--- src/rtl/cordic_pkg.sv ---
// Shared constants and types for the Cordic phase source: angle scaling,
// quadrant encoding, dither LFSR taps/seed and the start-vector amplitude clamp.
package cordic_pkg;

    typedef enum logic [1:0] {
        Q0 = 2'b00,
        Q1 = 2'b01,
        Q2 = 2'b10,
        Q3 = 2'b11
    } quadrant_e;

    localparam int unsigned PH_BITS_DEF = 16;
    localparam int unsigned XY_BITS_DEF = 16;

    localparam logic [PH_BITS_DEF-1:0] ANGLE_180 = 16'h8000;
    localparam logic [PH_BITS_DEF-1:0] ANGLE_90  = 16'h4000;
    localparam logic [XY_BITS_DEF-1:0] AMP_MAX   = 16'h7FFF;

    // Galois form of x^16+x^14+x^13+x^11+1, shifting right
    localparam logic [15:0] LFSR_POLY = 16'hB400;
    localparam logic [15:0] LFSR_SEED = 16'hACE1;

    function automatic logic [63:0] angle_180(input int unsigned w);
        return 64'd1 << (w - 1);
    endfunction

    function automatic logic [63:0] angle_90(input int unsigned w);
        return 64'd1 << (w - 2);
    endfunction

    function automatic logic [63:0] amp_max(input int unsigned w);
        return (64'd1 << (w - 1)) - 64'd1;
    endfunction

endpackage

--- src/rtl/cordic_phase_fold.sv ---
// Folds a full-circle phase into the Cordic's +/-90 degree convergence range by
// rotating the start vector through 180 degrees for the two left-half quadrants.
module cordic_phase_fold #(
    parameter int PH_BITS = 16,
    parameter int XY_BITS = 16
) (
    input  logic [PH_BITS-1:0] p,
    input  logic [XY_BITS-1:0] amp,
    output logic [PH_BITS-1:0] phase_out,
    output logic [XY_BITS-1:0] x_out,
    output logic [XY_BITS-1:0] y_out
);
    import cordic_pkg::*;

    localparam logic [PH_BITS-1:0] HALF_TURN = PH_BITS'(angle_180(PH_BITS));

    quadrant_e quad;

    always_comb begin
        quad      = quadrant_e'(p[PH_BITS-1 -: 2]);
        phase_out = p;
        x_out     = amp;
        y_out     = '0;
        // +90 exactly sits in Q1 and folds to -90 with a negated vector
        if (quad == Q1 || quad == Q2) begin
            phase_out = p + HALF_TURN;
            x_out     = -amp;
        end
    end

endmodule

--- src/rtl/cordic_nco_driver.sv ---
// Phase-accumulator NCO feeding the Cordic rotator, with shadowed configuration
// and a sample-rate divider. Define NCO_PHASE_DITHER_EN to add LFSR phase dither.
module cordic_nco_driver #(
    parameter int ACC_BITS = 32,
    parameter int PH_BITS  = 16,
    parameter int XY_BITS  = 16,
    parameter int DIV_BITS = 8
) (
    input  logic                clk,
    input  logic                RST,
    input  logic                en,
    input  logic                cfg_we,
    input  logic [ACC_BITS-1:0] cfg_ftw,
    input  logic [ACC_BITS-1:0] cfg_poff,
    input  logic [XY_BITS-1:0]  cfg_amp,
    input  logic [DIV_BITS-1:0] cfg_div,
    input  logic                cfg_sync,
    output logic                cfg_pending,
    output logic [XY_BITS-1:0]  x_i,
    output logic [XY_BITS-1:0]  y_i,
    output logic [PH_BITS-1:0]  phase_in,
    output logic                valid_in
);
    import cordic_pkg::*;

    localparam logic [XY_BITS-1:0] AMP_CLAMP = XY_BITS'(amp_max(XY_BITS));

    typedef struct packed {
        logic [ACC_BITS-1:0] ftw;
        logic [ACC_BITS-1:0] poff;
        logic [XY_BITS-1:0]  amp;
        logic [DIV_BITS-1:0] div;
    } cfg_t;

    logic [ACC_BITS-1:0] acc_q, acc_d;
    logic [DIV_BITS-1:0] cnt_q, cnt_d;
    cfg_t                act_q, act_d;
    cfg_t                shd_q, shd_d;
    logic                shd_sync_q, shd_sync_d;
    logic                pend_q, pend_d;
    logic [XY_BITS-1:0]  x_q, x_d;
    logic [XY_BITS-1:0]  y_q, y_d;
    logic [PH_BITS-1:0]  ph_q, ph_d;
    logic                valid_q, valid_d;

    logic                tick;
    logic                apply;
    logic [ACC_BITS-1:0] dither;
    logic [ACC_BITS-1:0] p_full;
    logic [PH_BITS-1:0]  p_trunc;
    logic [PH_BITS-1:0]  fold_ph;
    logic [XY_BITS-1:0]  fold_x;
    logic [XY_BITS-1:0]  fold_y;

    assign tick  = en && (cnt_q == act_q.div);
    // While idle the divider sits at 0, so a pending shadow lands without waiting
    assign apply = pend_q && (tick || (!en && cnt_q == '0));

`ifdef NCO_PHASE_DITHER_EN
    localparam int DITHER_BITS = ACC_BITS - PH_BITS;

    logic [15:0] lfsr_q, lfsr_d;

    generate
        if (DITHER_BITS >= 16) begin : g_dither_wide
            assign dither = ACC_BITS'(lfsr_q);
        end else begin : g_dither_narrow
            assign dither = ACC_BITS'(lfsr_q[DITHER_BITS-1:0]);
        end
    endgenerate

    always_comb begin
        lfsr_d = lfsr_q;
        if (tick) begin
            lfsr_d = (lfsr_q >> 1) ^ (lfsr_q[0] ? LFSR_POLY : 16'h0000);
        end
    end

    always_ff @(posedge clk) begin
        if (RST) begin
            lfsr_q <= LFSR_SEED;
        end else begin
            lfsr_q <= lfsr_d;
        end
    end
`else
    assign dither = '0;
`endif

    assign p_full  = acc_q + act_q.poff + dither;
    assign p_trunc = p_full[ACC_BITS-1 -: PH_BITS];

    cordic_phase_fold #(
        .PH_BITS (PH_BITS),
        .XY_BITS (XY_BITS)
    ) u_fold (
        .p         (p_trunc),
        .amp       (act_q.amp),
        .phase_out (fold_ph),
        .x_out     (fold_x),
        .y_out     (fold_y)
    );

    always_comb begin
        acc_d      = acc_q;
        act_d      = act_q;
        shd_d      = shd_q;
        shd_sync_d = shd_sync_q;
        pend_d     = pend_q;
        x_d        = x_q;
        y_d        = y_q;
        ph_d       = ph_q;
        valid_d    = tick;
        cnt_d      = (!en || tick) ? '0 : cnt_q + DIV_BITS'(1);

        if (tick) begin
            acc_d = acc_q + act_q.ftw;
            x_d   = fold_x;
            y_d   = fold_y;
            ph_d  = fold_ph;
        end

        // Applying tick still used the old values above; new ones govern next tick
        if (apply) begin
            act_d  = shd_q;
            pend_d = 1'b0;
            if (shd_sync_q) begin
                acc_d = '0;
            end
        end

        if (cfg_we) begin
            shd_d.ftw  = cfg_ftw;
            shd_d.poff = cfg_poff;
            shd_d.amp  = cfg_amp[XY_BITS-1] ? AMP_CLAMP : cfg_amp;
            shd_d.div  = cfg_div;
            shd_sync_d = cfg_sync;
            pend_d     = 1'b1;
        end
    end

    always_ff @(posedge clk) begin
        if (RST) begin
            acc_q      <= '0;
            cnt_q      <= '0;
            act_q      <= '0;
            shd_q      <= '0;
            shd_sync_q <= 1'b0;
            pend_q     <= 1'b0;
            x_q        <= '0;
            y_q        <= '0;
            ph_q       <= '0;
            valid_q    <= 1'b0;
        end else begin
            acc_q      <= acc_d;
            cnt_q      <= cnt_d;
            act_q      <= act_d;
            shd_q      <= shd_d;
            shd_sync_q <= shd_sync_d;
            pend_q     <= pend_d;
            x_q        <= x_d;
            y_q        <= y_d;
            ph_q       <= ph_d;
            valid_q    <= valid_d;
        end
    end

    assign cfg_pending = pend_q;
    assign x_i         = x_q;
    assign y_i         = y_q;
    assign phase_in    = ph_q;
    assign valid_in    = valid_q;

endmodule

--- config.mk ---
export PLATFORM = sky130hd
export DESIGN_NAME = cordic_nco_driver
export DESIGN_NICKNAME = d
export VERILOG_FILES = /design/src/rtl/cordic_pkg.sv /design/src/rtl/cordic_phase_fold.sv /design/src/rtl/cordic_nco_driver.sv
export SDC_FILE = /design/constraint.sdc
export NUM_CORES = 1
export LEC_CHECK = 0
export ABC_CLOCK_PERIOD_IN_PS = 3600
export CELL_PAD_IN_SITES_DETAIL_PLACEMENT = 2
export CELL_PAD_IN_SITES_GLOBAL_PLACEMENT = 2
export CORE_MARGIN = 4
export CORE_UTILIZATION = 34
export CTS_BUF_LIST = sky130_fd_sc_hd__clkbuf_16
export CTS_CLUSTER_DIAMETER = 120
export DETAILED_ROUTE_END_ITERATION = 6
export GPL_TIMING_DRIVEN = 0
export PLACE_DENSITY_LB_ADDON = 0.1
export SLEW_MARGIN = 20
export SYNTH_ARGS = -nofsm -noshare
export SYNTH_HDL_FRONTEND = slang
export SYNTH_SLANG_ARGS = --single-unit
--- constraint.sdc ---
create_clock -name clk -period 3.6 [get_ports clk]
set_clock_uncertainty 0.1 [all_clocks]
set_input_delay 1.08 -clock clk [delete_from_list [all_inputs] [get_ports clk]]
set_output_delay 1.08 -clock clk [all_outputs]
set_load 0.01 [all_outputs]
# Yosys cells after proc, flatten, opt, wreduce, memory -nomap -nowiden
# Cells that the tools add are included.
# op_classes
add_sub_neg	5
reduce_logical	10
mux	8
eq_ne	3
# ops
cell	n
two-way mux 32 bit	3
adder 32 bit	2
two-way mux 16 bit	2
adder 16 bit (second input constant)	1
negation 16 bit	1
two-way mux 15 bit	1
adder 8 x 1 -> 8 bit (second input constant)	1
== test 8 bit	1
logical NOT 8 bit	1
logical AND 1 bit	3
logical OR 1 bit	3
== test 2 x 1 -> 1 bit (second input constant)	1
== test 2 bit (second input constant)	1
two-way mux 1 bit	2
nonzero test 2 bit	1
OR reduction 2 bit	1
logical NOT 1 bit	1
# totals
regBits	251
out_inout_bits	50
inputBits	93

# Longest topological paths before layout
# depth
ltp_word	6
depth_mapped	12

# Cells and area by module
# A second synthesis with hierarchy kept.
# unflattened
hier_cells	1529
hier_area_um2	12575.8
# by_module_without_submodules
mod	area_each_um2	n_inst	cells_per_inst	seq_area_each_um2
cordic_nco_driver	11986.5	1	1444	5305.1
cordic_phase_fold	589.3	1	85	0.0

# Worst setup path before layout
# Ideal clock, no wire load.
# synth_path
kind	in2reg
start	input port en
end	register acc_q[24]
t_arrival_ns	2.530
slack_ns	0.848
t_required_ns	3.378
n_path_buf	1
cell_stages	7
path_cell_list	nor4_1 > nand2_1 > a21boi_1 > a21o_1 > clkbuf_1 > a2111oi_0 > a311o_1
# synth_via
elab_chain_cells	5
# synth_rtl
item	line_no	text
from (decl)	cordic_nco_driver.sv:11	input logic en,
logical NOT 1 bit	cordic_nco_driver.sv:57	assign apply = pend_q && (tick || (!en && cnt_q == '0));
logical AND 1 bit	cordic_nco_driver.sv:57	
logical OR 1 bit	cordic_nco_driver.sv:57	
logical AND 1 bit	cordic_nco_driver.sv:57	
two-way mux 32 bit (*)	cordic_nco_driver.sv:124	if (apply) begin
to (signal assigned)	cordic_nco_driver.sv:144	acc_q <= '0;
to (signal assigned)	cordic_nco_driver.sv:155	acc_q <= acc_d;
to (decl)	cordic_nco_driver.sv:35	logic [ACC_BITS-1:0] acc_q, acc_d;
# Every way passes the cells marked *; elsewhere a longest branch is shown, timed or not.
# A chain may end at the register's enable or synchronous reset.

# Final worst setup path
# layout_path
start	input port en
end	register ph_q[6], in the netlist phase_in[6]
# layout_via
elab_chain_cells	1
# layout_rtl
item	line_no	text
logical AND 1 bit	cordic_nco_driver.sv:55	assign tick = en && (cnt_q == act_q.div);
to (signal assigned)	cordic_nco_driver.sv:163	ph_q <= ph_d;
to (decl)	cordic_nco_driver.sv:43	logic [PH_BITS-1:0] ph_q, ph_d;
# No other way between the ends.

==> flow_summary.json <==
{
  "status": "completed",
  "max_stage_delay_ns": 0.75,
  "p_seq_share_pct": 43.7,
  "power.switching_w": 0.00182,
  "start_util_pct": 34.5,
  "clockRootBuffer": "clkbuf_16",
  "yosysSeqAreaShare_pct": 41.7,
  "fmaxAchievable_mhz": 287,
  "drtPass1Iterations": 5,
  "placed_cell_area_um2": 13800,
  "drv_slew": 0,
  "power_frac_clock_pct": 44.1,
  "fin_util_pct": 42.8,
  "worst-path-buf-inv": 4,
  "antenna_found_initial": 1,
  "hold_viol_final": 0,
  "clock-sinks": 248,
  "leakage_nw": 6.09,
  "wl_per_cell_um": 20.1,
  "syn_area_um2": 11900,
  "ctsHtreeMaxLevel": 1,
  "critPathKind": "in2reg",
  "port_buffers": 125,
  "grt.overflow.total": 0,
  "finalSetupViolations": 0,
  "synthArstFlopShare_pct": 0,
  "die_h_um": 195,
  "design.die.area_um2": 38100,
  "crit_fanout": 10,
  "max_cap_viol_count": 0,
  "area_delta_synth_final_pct": 24.2,
  "syn_avg_cell_area_um2": 8.36,
  "die_w_um": 195,
  "min_to": "act_q[43]",
  "path_cells": "clkdlybuf4s50_1, and2_1, clkbuf_1, clkbuf_1, clkbuf_1, o311ai_0, a21oi_1",
  "rsz0062_at_grt": "false",
  "ant_nets": 0,
  "crit_slowest_cell": "clkbuf_1",
  "nets": 1757,
  "hold_depth": 2,
  "fin_tns_setup_ns": 0,
  "power.internal_w": 0.00495,
  "hold_path_class": "reg2reg",
  "cts_buffers": 30,
  "pwr_density_cell_nw_per_um2": 457,
  "crit_arrival_ns": 3.89,
  "max_slew_margin_pct": 35.7,
  "r2r_cells": 11,
  "routabilityCongestion": 0.814,
  "grt.total_usage_pct": 21.2,
  "min_from": "shd_q[43]",
  "yosysWarnings": 0,
  "synth.most_common_cell": "nand2_1",
  "reg2reg_to": "acc_q[29]",
  "synthCells": 1425,
  "grt_max_degree": 15,
  "wl_um": 41600,
  "drc_errors": 0,
  "grt_pass1_wl_um": 65300,
  "ys_types": 63,
  "synth_common_cells": "nand2_1 (260), dfxtp_1 (248), a21oi_1 (162)",
  "clk_path_buf_depth": 3,
  "synth_edf_count": 0,
  "dpl.hpwl_um": 32100,
  "cts_tree": "yes",
  "dp.cells": 2020,
  "final_cells": 2074,
  "diodes": 0,
  "worstMarginPinSlew_ns": 0.965,
  "ys.flop_type": "dfxtp_1",
  "ys_seq_elements": 248,
  "cp-start-kind": "input port",
  "fin_crit_sh_pct": 96.9,
  "final_area_um2": 14800,
  "synth_top_cell_by_area": "dfxtp_1",
  "first_iter_violations": 493,
  "core_um2": 34500,
  "cpMostUsedCell": "clkbuf_1",
  "power_w": 0.00677,
  "floorplan.rows": 68,
  "clk_pin_slew_ns": 0.06,
  "via_per_inst": 5.24,
  "io_pins": 143,
  "combPwrFrac_pct": 12.2,
  "synth_area_leaders": "dfxtp_1 (42%), nand2_1 (8.2%), mux2i_1 (7.3%)",
  "power.share.switching_pct": 26.9,
  "drive_gt1_share_pct": 5.62,
  "finalCriticalPeriod_ns": 3.49,
  "reg2reg_from": "acc_q[1]",
  "insertion_delay_ns": 0.57,
  "path_delay_family": "buffers and inverters",
  "peakVddDrop_v": 0.000364,
  "grt_pass1_vias": 11700,
  "cp_data_required_time_ns": 4.00,
  "r2r_slack_ns": 0.24,
  "num_vias": 10900,
  "yosysTopAreaCellShare_pct": 41.7,
  "critPathCaptureType": "flop"
}
==> cell type report <==
class / instances / area, µm²
buffer: 94 / 454
tap: 455 / 569
clock buffer: 31 / 776
clock inverter: 21 / 180
inverter: 17 / 63.8
fill: 3914 / 19700
sequential: 248 / 4960
timing repair buffer: 127 / 1270
multi-input combinational: 1081 / 6530
==> metal layers <==
metal  GRT usage, %  share of wire, %
met1           27.1                45
met2           38.4                50
met3           2.97               3.2
met4           3.85               1.8
met5              0                 0
==> sequential cells by signal (all words and copies together) (netlist names) <==
| signal | cells |
|---|---|
| act_q | 87 |
| valid_in | 1 |
| cnt_q | 8 |
| acc_q | 32 |
| x_i | 16 |
| shd_sync_q | 1 |
| cfg_pending | 1 |
| phase_in | 15 |
| shd_q | 87 |
==> metrics by stage <==
step	hold WS, ns	setup slack, ns
2_1_floorplan	0.331	0.848
3_3_place_gp	0.340	-0.729
3_5_place_dp	0.348	-0.818
4_1_cts	0.355	0.0382
5_1_grt	0.379	0.0000275
6_report	0.347	0.110
==> how the worst max path moves through the flow <==
stage / startpoint / end / slack (ns) / cells after the start
2_1_floorplan: en / acc_q[24] / 0.85 / 7
3_3_place_gp: en / acc_q[5] / -0.73 / 8
3_5_place_dp: en / acc_q[12] / -0.82 / 8
4_1_cts: en / act_q[60] / 0.04 / 8
5_1_grt: RST / shd_q[41] / 0.00003 / 5
6_report: en / phase_in[6] / 0.11 / 7
==> worst register-to-register path, stage by stage, from the launching register on <==
cell and delay, ns:
dfxtp_1 0.45, ha_1 0.29, a211oi_1 0.35, o21bai_1 0.14, a21oi_1 0.32, o21ai_0 0.27, a31oi_2 0.24, buf_4 0.18
o21ai_0 0.22, a221oi_1 0.41, xor2_1 0.20, o21ai_0 0.09
==> timing repair <==
| action | 4_1_cts | 5_1_grt |
|---|---|---|
| setup buffers | 0 | 2 |
| hold buffers | 0 | 0 |
| resized for setup | 4 | 12 |
| setup endpoints to repair | 52 | 58 |
| pin swaps | 0 | 1 |
==> power groups by stage <==
stage	Sequential, W	Combinational (W)	Clock (W)
finish	0.00296	0.000827	0.00298
global route	0.00297	0.000911	0.00318
CTS	0.00296	0.000831	0.00305
detailed placement	0.00302	0.000823	0
global placement	0.00302	0.000796	0
floorplan	0.00299	0.000459	0
==> layout by cell type, fill, tap and decap left out, drive strengths merged, types with 12 or more instances in the layout <==
master,synthesis,final
nand2,261,261
dfxtp,248,248
a21oi,165,165
nor2,142,142
clkdlybuf4s50,0,125
clkbuf,60,92
mux2i,87,87
ha,64,64
o21ai,47,47
buf,34,34
a21o,32,32
xnor2,27,27
inv,17,21
nand3,20,20
xor2,19,19
nor3,17,17
and3,16,16
o22ai,16,16
conb,1,16
clkinv,0,12
==> logic make-up (layout without fill, tap and decap cells) <==
logic type / count (synthesis) / in the layout / synth area share [%]
adder cells (fa/ha/maj): 65 / 65 / 6.89
XOR/XNOR: 46 / 46 / 3.38
AND/OR/NAND/NOR: 531 / 531 / 19.4
other: 1 / 16 / 0.0315
buffers and inverters: 111 / 290 / 4.22
flip-flops: 248 / 248 / 41.7
AO/OA/AOI/OAI: 336 / 336 / 17.1
multiplexers: 87 / 87 / 7.31
Note: power is estimated with default switching activity, not from simulation.
